<file path="config.mk">
export PLATFORM = sky130hd
export DESIGN_NAME = uart_tx
export DESIGN_NICKNAME = d
export VERILOG_FILES = /design/src/rtl/uart_pkg.sv /design/src/rtl/uart_tx_fifo.sv /design/src/rtl/uart_tx.sv
export SDC_FILE = /design/constraint.sdc
export NUM_CORES = 1
export LEC_CHECK = 0
export CAP_MARGIN = 10
export CORE_ASPECT_RATIO = 1.4
export CORE_MARGIN = 1.5
export CORE_UTILIZATION = 43
export CTS_CLUSTER_DIAMETER = 30
export CTS_CLUSTER_SIZE = 25
export DETAILED_ROUTE_END_ITERATION = 16
export PLACE_DENSITY = 0.6
export SYNTH_ARGS = -nofsm -noshare
export SYNTH_HDL_FRONTEND = slang
export SYNTH_HIERARCHICAL = 1
export SYNTH_SLANG_ARGS = --single-unit
</file>
<file path="constraint.sdc">
create_clock -name clk -period 3.2 [get_ports clk]
set_clock_uncertainty 0.1 [all_clocks]
set_input_delay 0.64 -clock clk [delete_from_list [all_inputs] [get_ports clk]]
set_output_delay 0.64 -clock clk [all_outputs]
set_load 0.005 [all_outputs]
</file>
<file path="src/rtl/uart_pkg.sv">
// Shared UART definitions: FSM state encoding and default bit timing,
// reusable by both the transmit and receive sides.
package uart_pkg;
  localparam int DEFAULT_CLKS_PER_BIT = 39;
  localparam int DATA_BITS            = 8;

  typedef enum logic [1:0] {
    IDLE  = 2'd0,
    START = 2'd1,
    DATA  = 2'd2,
    STOP  = 2'd3
  } uart_state_e;
endpackage

</file>
<file path="src/rtl/uart_tx_fifo.sv">
// Transmit byte buffer: first-word-fall-through FIFO with an occupancy count.
// A push while full is dropped even if a pop happens on the same edge.
module tx_fifo #(
  parameter int DEPTH = 4,
  parameter int WIDTH = 8
) (
  input  logic             clk,
  input  logic             rst_n,
  input  logic             push,
  input  logic [WIDTH-1:0] din,
  input  logic             pop,
  output logic [WIDTH-1:0] dout,
  output logic             full,
  output logic             empty
);
  localparam int AW = $clog2(DEPTH);

  logic [AW-1:0]    wr_ptr_q, wr_ptr_d, rd_ptr_q, rd_ptr_d;
  logic [AW:0]      count_q, count_d;
  logic [WIDTH-1:0] mem_q [DEPTH];
  logic             do_push, do_pop;

  assign full  = (count_q == (AW+1)'(DEPTH));
  assign empty = (count_q == '0);
  assign dout  = mem_q[rd_ptr_q];

  // Pointers wrap naturally because DEPTH is a power of two.
  always_comb begin
    do_push  = push & ~full;
    do_pop   = pop & ~empty;
    wr_ptr_d = wr_ptr_q + AW'(do_push);
    rd_ptr_d = rd_ptr_q + AW'(do_pop);
    count_d  = count_q + (AW+1)'(do_push) - (AW+1)'(do_pop);
  end

  always_ff @(posedge clk) begin
    if (!rst_n) begin
      wr_ptr_q <= '0;
      rd_ptr_q <= '0;
      count_q  <= '0;
    end else begin
      wr_ptr_q <= wr_ptr_d;
      rd_ptr_q <= rd_ptr_d;
      count_q  <= count_d;
    end
  end

  always_ff @(posedge clk) begin
    if (do_push) mem_q[wr_ptr_q] <= din;
  end
endmodule

</file>
<file path="src/rtl/uart_tx.sv">
// 8N1 UART transmitter: buffered bytes are framed and shifted out LSB first,
// with back-to-back frames running stop bit straight into the next start bit.
module uart_tx
  import uart_pkg::*;
#(
  parameter int CLKS_PER_BIT = DEFAULT_CLKS_PER_BIT,
  parameter int FIFO_DEPTH   = 4
) (
  input  logic       clk,
  input  logic       rst_n,
  input  logic       tx_start,
  input  logic [7:0] din,
  output logic       tx_ready,
  output logic       tx,
  output logic       tx_done_tick,
  output logic       tx_busy
);
  localparam int            CW       = $clog2(CLKS_PER_BIT);
  localparam logic [CW-1:0] CLK_LAST = CW'(CLKS_PER_BIT - 1);

  uart_state_e   state_q, state_d;
  logic [CW-1:0] clk_cnt_q, clk_cnt_d;
  logic [2:0]    bit_cnt_q, bit_cnt_d;
  logic [7:0]    shreg_q, shreg_d;
  logic          tx_q, tx_d;
  logic          done_q, done_d;
  logic          fifo_pop, fifo_full, fifo_empty, bit_end;
  logic [7:0]    fifo_dout;

  tx_fifo #(.DEPTH(FIFO_DEPTH), .WIDTH(8)) u_fifo (
    .clk   (clk),
    .rst_n (rst_n),
    .push  (tx_start),
    .din   (din),
    .pop   (fifo_pop),
    .dout  (fifo_dout),
    .full  (fifo_full),
    .empty (fifo_empty)
  );

  assign bit_end = (clk_cnt_q == CLK_LAST);

  always_comb begin
    state_d   = state_q;
    clk_cnt_d = clk_cnt_q + CW'(1);
    bit_cnt_d = bit_cnt_q;
    shreg_d   = shreg_q;
    tx_d      = tx_q;
    done_d    = 1'b0;
    fifo_pop  = 1'b0;
    case (state_q)
      IDLE: begin
        clk_cnt_d = '0;
        tx_d      = 1'b1;
        if (!fifo_empty) begin
          state_d  = START;
          fifo_pop = 1'b1;
          shreg_d  = fifo_dout;
          tx_d     = 1'b0;
        end
      end
      START: begin
        if (bit_end) begin
          state_d   = DATA;
          clk_cnt_d = '0;
          tx_d      = shreg_q[0];
        end
      end
      DATA: begin
        if (bit_end) begin
          clk_cnt_d = '0;
          bit_cnt_d = bit_cnt_q + 3'd1;
          if (bit_cnt_q == 3'd7) begin
            state_d = STOP;
            tx_d    = 1'b1;
          end else begin
            shreg_d = {1'b0, shreg_q[7:1]};
            tx_d    = shreg_q[1];
          end
        end
      end
      STOP: begin
        if (bit_end) begin
          clk_cnt_d = '0;
          done_d    = 1'b1;
          // Chain straight into the next frame when another byte is waiting.
          if (!fifo_empty) begin
            state_d  = START;
            fifo_pop = 1'b1;
            shreg_d  = fifo_dout;
            tx_d     = 1'b0;
          end else begin
            state_d = IDLE;
            tx_d    = 1'b1;
          end
        end
      end
      default: begin
        state_d   = IDLE;
        clk_cnt_d = '0;
        bit_cnt_d = '0;
        tx_d      = 1'b1;
      end
    endcase
  end

  always_ff @(posedge clk) begin
    if (!rst_n) begin
      state_q   <= IDLE;
      clk_cnt_q <= '0;
      bit_cnt_q <= '0;
      shreg_q   <= '0;
      tx_q      <= 1'b1;
      done_q    <= 1'b0;
    end else begin
      state_q   <= state_d;
      clk_cnt_q <= clk_cnt_d;
      bit_cnt_q <= bit_cnt_d;
      shreg_q   <= shreg_d;
      tx_q      <= tx_d;
      done_q    <= done_d;
    end
  end

  assign tx           = tx_q;
  assign tx_done_tick = done_q;
  assign tx_ready     = ~fifo_full;
  assign tx_busy      = (state_q != IDLE) || !fifo_empty;
endmodule

</file>
* After elaboration in Yosys (flattened, before gate mapping)
Memory sizes are Yosys's and may differ from the RTL's. A register that Yosys moved wholly into a read port is not among the register bits.
Index checks and enable logic that the tools add are counted.
** Cells by class
- $add $sub $neg :: 6
- Equal/unequal tests :: 12
- Multiplexer cells :: 27
- Bitwise logic cells :: 4
- Reductions and logical operators :: 12
** Operator list (count)
- $mux W8 :: 4
- $pmux W8 S3 :: 1
- $mux W2 :: 6
- $ne A2 B2 Y1 const B :: 6
- $pmux W6 S2 :: 1
- $mux W1 :: 11
- $pmux W2 S4 :: 1
- $add A6 B1 Y6 const B :: 1
- $eq A3 B3 Y1 const B :: 2
- $eq A6 B6 Y1 const B :: 1
- $mux W6 :: 1
- $reduce_and A5 Y1 :: 1
- $add A2 B1 Y2 :: 2
- $eq A2 B2 Y1 const B :: 2
- $pmux W1 S4 :: 1
- $reduce_and A2 Y1 :: 2
- $reduce_and A4 Y1 :: 1
- $add A3 B1 Y3 :: 1
- $add A3 B1 Y3 const B :: 1
- $logic_not A3 Y1 :: 1
- $reduce_and A3 Y1 :: 1
- $reduce_bool A3 Y1 :: 1
- $reduce_or A3 Y1 :: 1
- $sub A3 B1 Y3 :: 1
- 8 further kinds :: 10
** Storage, ports and cells
- Register bits :: 28
- RAM bits :: 32
- Input port bits :: 11
- Output and inout bits :: 4
- Logic and storage cells :: 71
- Memories :: 1
** Memory list
- u_fifo.mem_q :: depth 4, width 8, rd ports 1, clocked after memory_dff 1, wr ports 1, RTL line uart_tx_fifo.sv:20 : logic [WIDTH-1:0] mem_q [DEPTH];

* Depth between registers and ports, before layout
Gate-level depths: netlist of run 1.
- Depth in word-level cells :: 7
- Gate-level depth with buffers :: 12
- Mapped depth without buffers :: 12

* Hierarchy
The synthesis of run 1 kept the hierarchy.
** Modules (own cells, without submodules)
- tx_fifo :: times used 1, cells each 77, area each 1526.5 um^2, seq. area each 1101.1 um^2
- uart_tx :: times used 1, cells each 113, area each 1096.1 um^2, seq. area each 420.4 um^2

* Least setup slack after synthesis of run 1
No wires, ideal clock.
- Kind :: register to register
- Start :: register state_q[0]
- End :: register u_fifo.count_q[2]
- Setup time :: 0.115 ns
- Arrival time :: 2.302 ns
- Data required time :: 2.985 ns
- Setup slack :: 0.683 ns
- Cell stages (with the launch flop) :: 11
- Buffers on the path :: 0
- Clock period less this slack :: 2.517 ns
- Cells stage by stage :: dfxtp_1 inv_1 ha_1 nor3_1 o31ai_2 xnor2_1 ha_1 fa_1 xnor2_1 xnor2_1 and2_1
** Between the ends
- Cells in the longest elaborated chain, start to end :: 4
- Elaborated cells between the ends (all ways) :: 5
- Those cells by class :: 1 x add/sub; 1 x eq/ne; 1 x mux; 1 x bitwise; 1 x reduce/logical
** RTL lines
- start, declared :: RTL line uart_tx.sv:21 : uart_state_e state_q, state_d;
- start signal, assigned :: RTL line uart_tx.sv:116 : state_q <= state_d;
- $eq A2 B2 Y1 / $logic_not A2 Y1 (equally long branches) :: RTL line uart_tx.sv:51 : case (state_q)
- $pmux W1 S2 (*) :: RTL line uart_tx.sv:51
- net fifo_pop :: RTL line uart_tx.sv:27 : logic fifo_pop, fifo_full, fifo_empty, bit_end;
- $and A1 B1 Y1 (*) :: RTL line uart_tx_fifo.sv:30 : do_pop = pop & ~empty;
- $sub A3 B1 Y3 (*) :: RTL line uart_tx_fifo.sv:33 : count_d = count_q + (AW+1)'(do_push) - (AW+1)'(do_pop);
- end signal, assigned :: RTL line uart_tx_fifo.sv:44 : count_q <= count_d;
- end, declared :: RTL line uart_tx_fifo.sv:19 : logic [AW:0] count_q, count_d;
Mark *: on every way through the listed nets, which the timed path passes. The rest lies on a longest branch.
A chain may end at the register's enable or synchronous reset.

* Worst setup path in the final report of run 1
Ends and elaborated chain as after synthesis.

==> results_dict.tcl, run 1 <==
set metrics [dict create \
    grt_first_pass_wirelength_mm 7.65 \
    grtUsageTotal 0.154 \
    regToRegStartpoint "state_q[0]" \
    p_total_mw 2.63 \
    top_usage_layer "met2" \
    clkLatencyLatePin_ns 0.33 \
    synth_fp_nets 213 \
    fp.dieH_um 95.4 \
    cts_root_buf "clkbuf_8" \
    final_hold_viol_count 0 \
    grt_util_met1 0.170 \
    nets 237 \
    gp_congestion 0.815 \
    maxCapViolCount 0 \
    most-common-layout-cells "edfxtp_1, dfxtp_1, nand2_1" \
    setup_violations 0 \
    timing.critical_path.from_type "register" \
    grtUsageMet2 0.268 \
    drt_iter0_drc 50 \
    synth_cells 190 \
    fillCellCount 508 \
    placed_cell_area_mm2 0.00286 \
    row_count 33 \
    finalSetupTns_ns 0 \
    r2r-end "u_fifo/count_q[2]" \
    crit_path_end "u_fifo/count_q[2]" \
    dr.pass1.iters 4 \
    antenna_cells 0 \
    rsz0062_at_grt "false" \
    cts_tree "yes" \
    syn-cell-area_mm2 0.00262 \
    antenna_found_initial 0 \
    p_leak_nw 1.11 \
    worst_pin_slew_ns 0.853 \
    yosysSeqAreaShare 0.580 \
    antenna_left 0 \
    cts_buffers 9 \
    clkTransAtPathRegs_ns 0.07 \
    fin_crit_ns 2.77 \
    dieArea_mm2 0.00658 \
    r2r_cells 10 \
    synthFlopType "edfxtp_1" \
    viasPerCell 5.30 \
    postCtsHoldBufs 0 \
    core_mm2 0.00586 \
    maxSlewHeadroom 0.430 \
    cts_resized 0 \
    synthArstFlopShare 0 \
    yosysWarnings 6 \
    rrSetupSlack_ns 0.43 \
    avgSynthCellArea_um2 13.8 \
    max_freq_mhz 361 \
    crit_start "state_q[0]" \
    portBuffers 14 \
    cts_sinks 60 \
    hp-class "register to register" \
    grt_use_met3 0.0381 \
    critPathKind "register to register" \
    synth_enable_flop_cells 32 \
    initial_core_util 0.447 \
    via_count 1533 \
    irDropWorstVdd_mv 0.752 \
    htree_levels 3 \
    final_common_cell "edfxtp_1" \
    cts_buffer_depth 2 \
    worst_setup_path_end_kind "register" \
    final_core_util 0.530 \
    drt-wirelength-per-cell_um 15.1 \
    remaining_drc_errors 0 \
    dp_hpwl_mm 3.08 \
    cts_setup_buffers 0 \
    drive_gt1_frac 0.174 \
    grt_pass1_vias 1585 \
    overflow 0 \
    die_w_um 69 \
    path_max_fanout 6 \
    cp.arrival_ns 2.90 \
    synth_seq_cells 60 \
    final_area_mm2 0.00311 \
    ioPinCount 15 \
    power_density_mw_per_mm2 845 \
    period_share 0.866 \
    status "complete, no violations" \
    drt_wl_total_mm 4.36 \
    cp.required_ns 3.33 \
    maxSlewViolCount 0 \
    fin_hold_ws_ns 0.362 \
    synth_cell_type_count 37 \
    area_growth_syn_to_layout_pct 18.5 \
    grt_max_degree 28 \
]
registers in the layout (all words and copies together) (netlist names):
name             flops
state_q              2
u_fifo/wr_ptr_q      2
u_fifo/count_q       3
u_fifo/rd_ptr_q      2
bit_cnt_q            3
shreg_q              8
tx_done_tick         1
tx                   1
u_fifo/mem_q        32
clk_cnt_q            6
where the power goes:
part | internal [mW] | total [mW] | switching (mW)
Combinational | 0.402 | 0.749 | 0.347
Sequential | 0.944 | 1.05 | 0.109
Clock | 0.522 | 0.824 | 0.302
worst max-delay path, cell delays in order (launching register included):
cell and delay (ns):
dfxtp_1 0.43, inv_1 0.12, ha_1 0.35, nor3_1 0.31, o31ai_2 0.16, xnor2_1 0.17
ha_1 0.22, fa_1 0.39, xnor2_1 0.15, xnor2_1 0.12, and2_1 0.15
stage by stage:
step / instances / worst slack (ns)
floorplan: 190 / 0.683
global route: 289 / 0.245
global placement: 273 / 0.562
finish: 289 / 0.430
detailed placement: 273 / 0.445
CTS: 289 / 0.421
routing by layer:
metal / vias up / wire length, µm / part of all wire
met5: - / 0 / 0
met4: 0 / 107 / 0.025
met3: 11 / 114 / 0.026
met2: 19 / 2270 / 0.52
met1: 748 / 1870 / 0.43
li1: 755 / - / -
layout make-up:
class                   instances  area, µm²  share of cell area
well taps                      70       87.6              0.0282
multi-input cells             116       1040               0.335
inverters                       7       26.3             0.00845
clock buffers                   9        124              0.0399
repair buffers                 20        185              0.0596
clock inverters                 7        124              0.0399
flip-flops and latches         60       1520               0.490
worst min-delay path by stage:
| stage | slack (ns) | cells after the start | from | end |
|---|---|---|---|---|
| 6_report | 0.36 | 2 | shreg_q[7] | shreg_q[7] |
| 2_1_floorplan | 0.33 | 1 | clk_cnt_q[0] | clk_cnt_q[0] |
| 3_5_place_dp | 0.36 | 2 | shreg_q[7] | shreg_q[7] |
| 5_1_grt | 0.39 | 2 | shreg_q[7] | shreg_q[7] |
| 3_3_place_gp | 0.34 | 1 | clk_cnt_q[0] | clk_cnt_q[0] |
| 4_1_cts | 0.37 | 2 | shreg_q[7] | shreg_q[7] |
cells in the mapped netlist (all sizes together), types with 2 or more instances:
cell | instances | share of area
a21oi | 2 | 0.0052
and2 | 8 | 0.019
and3 | 2 | 0.0048
buf | 3 | 0.0076
clkbuf | 4 | 0.0057
dfxtp | 28 | 0.21
edfxtp | 32 | 0.37
ha | 11 | 0.052
inv | 7 | 0.010
mux2i | 12 | 0.046
mux4 | 8 | 0.069
nand2 | 15 | 0.021
nand2b | 2 | 0.0076
nand3 | 4 | 0.0076
nand3b | 3 | 0.0086
nor2 | 7 | 0.010
nor2b | 4 | 0.0095
nor3 | 4 | 0.0076
nor3b | 4 | 0.013
o21ai | 3 | 0.0057
o221a | 7 | 0.030
xnor2 | 8 | 0.027
xor2 | 3 | 0.010
cells by family after synthesis:
logic type	count (synthesis)	synth area share
flip-flops	60	0.580
AND/OR/NAND/NOR	55	0.119
multiplexers	20	0.115
AO/OA/AOI/OAI	18	0.0658
buffers and inverters	14	0.0234
adder cells (fa/ha/maj)	12	0.0601
XOR/XNOR	11	0.0367
No activity file was read; power rests on OpenSTA's default activity.
==> run 2: changes to the inputs <==
--- a/config.mk
+++ b/config.mk
@@ -9,6 +9,7 @@
 export CORE_ASPECT_RATIO = 1.4
 export CORE_MARGIN = 1.5
 export CORE_UTILIZATION = 43
+export CTS_BUF_LIST = sky130_fd_sc_hd__clkbuf_8 sky130_fd_sc_hd__clkbuf_16
 export CTS_CLUSTER_DIAMETER = 30
 export CTS_CLUSTER_SIZE = 25
 export DETAILED_ROUTE_END_ITERATION = 16
==> results of run 2 <==
The final DEF is identical to that of run 1; final timing and power are the same.
==> run 3: changes to the inputs <==
--- a/config.mk
+++ b/config.mk
@@ -18,3 +18,4 @@
 export SYNTH_HDL_FRONTEND = slang
 export SYNTH_HIERARCHICAL = 1
 export SYNTH_SLANG_ARGS = --single-unit
+export TNS_END_PERCENT = 1
==> results of run 3 <==
The final DEF is identical to that of run 1; final timing and power are the same.
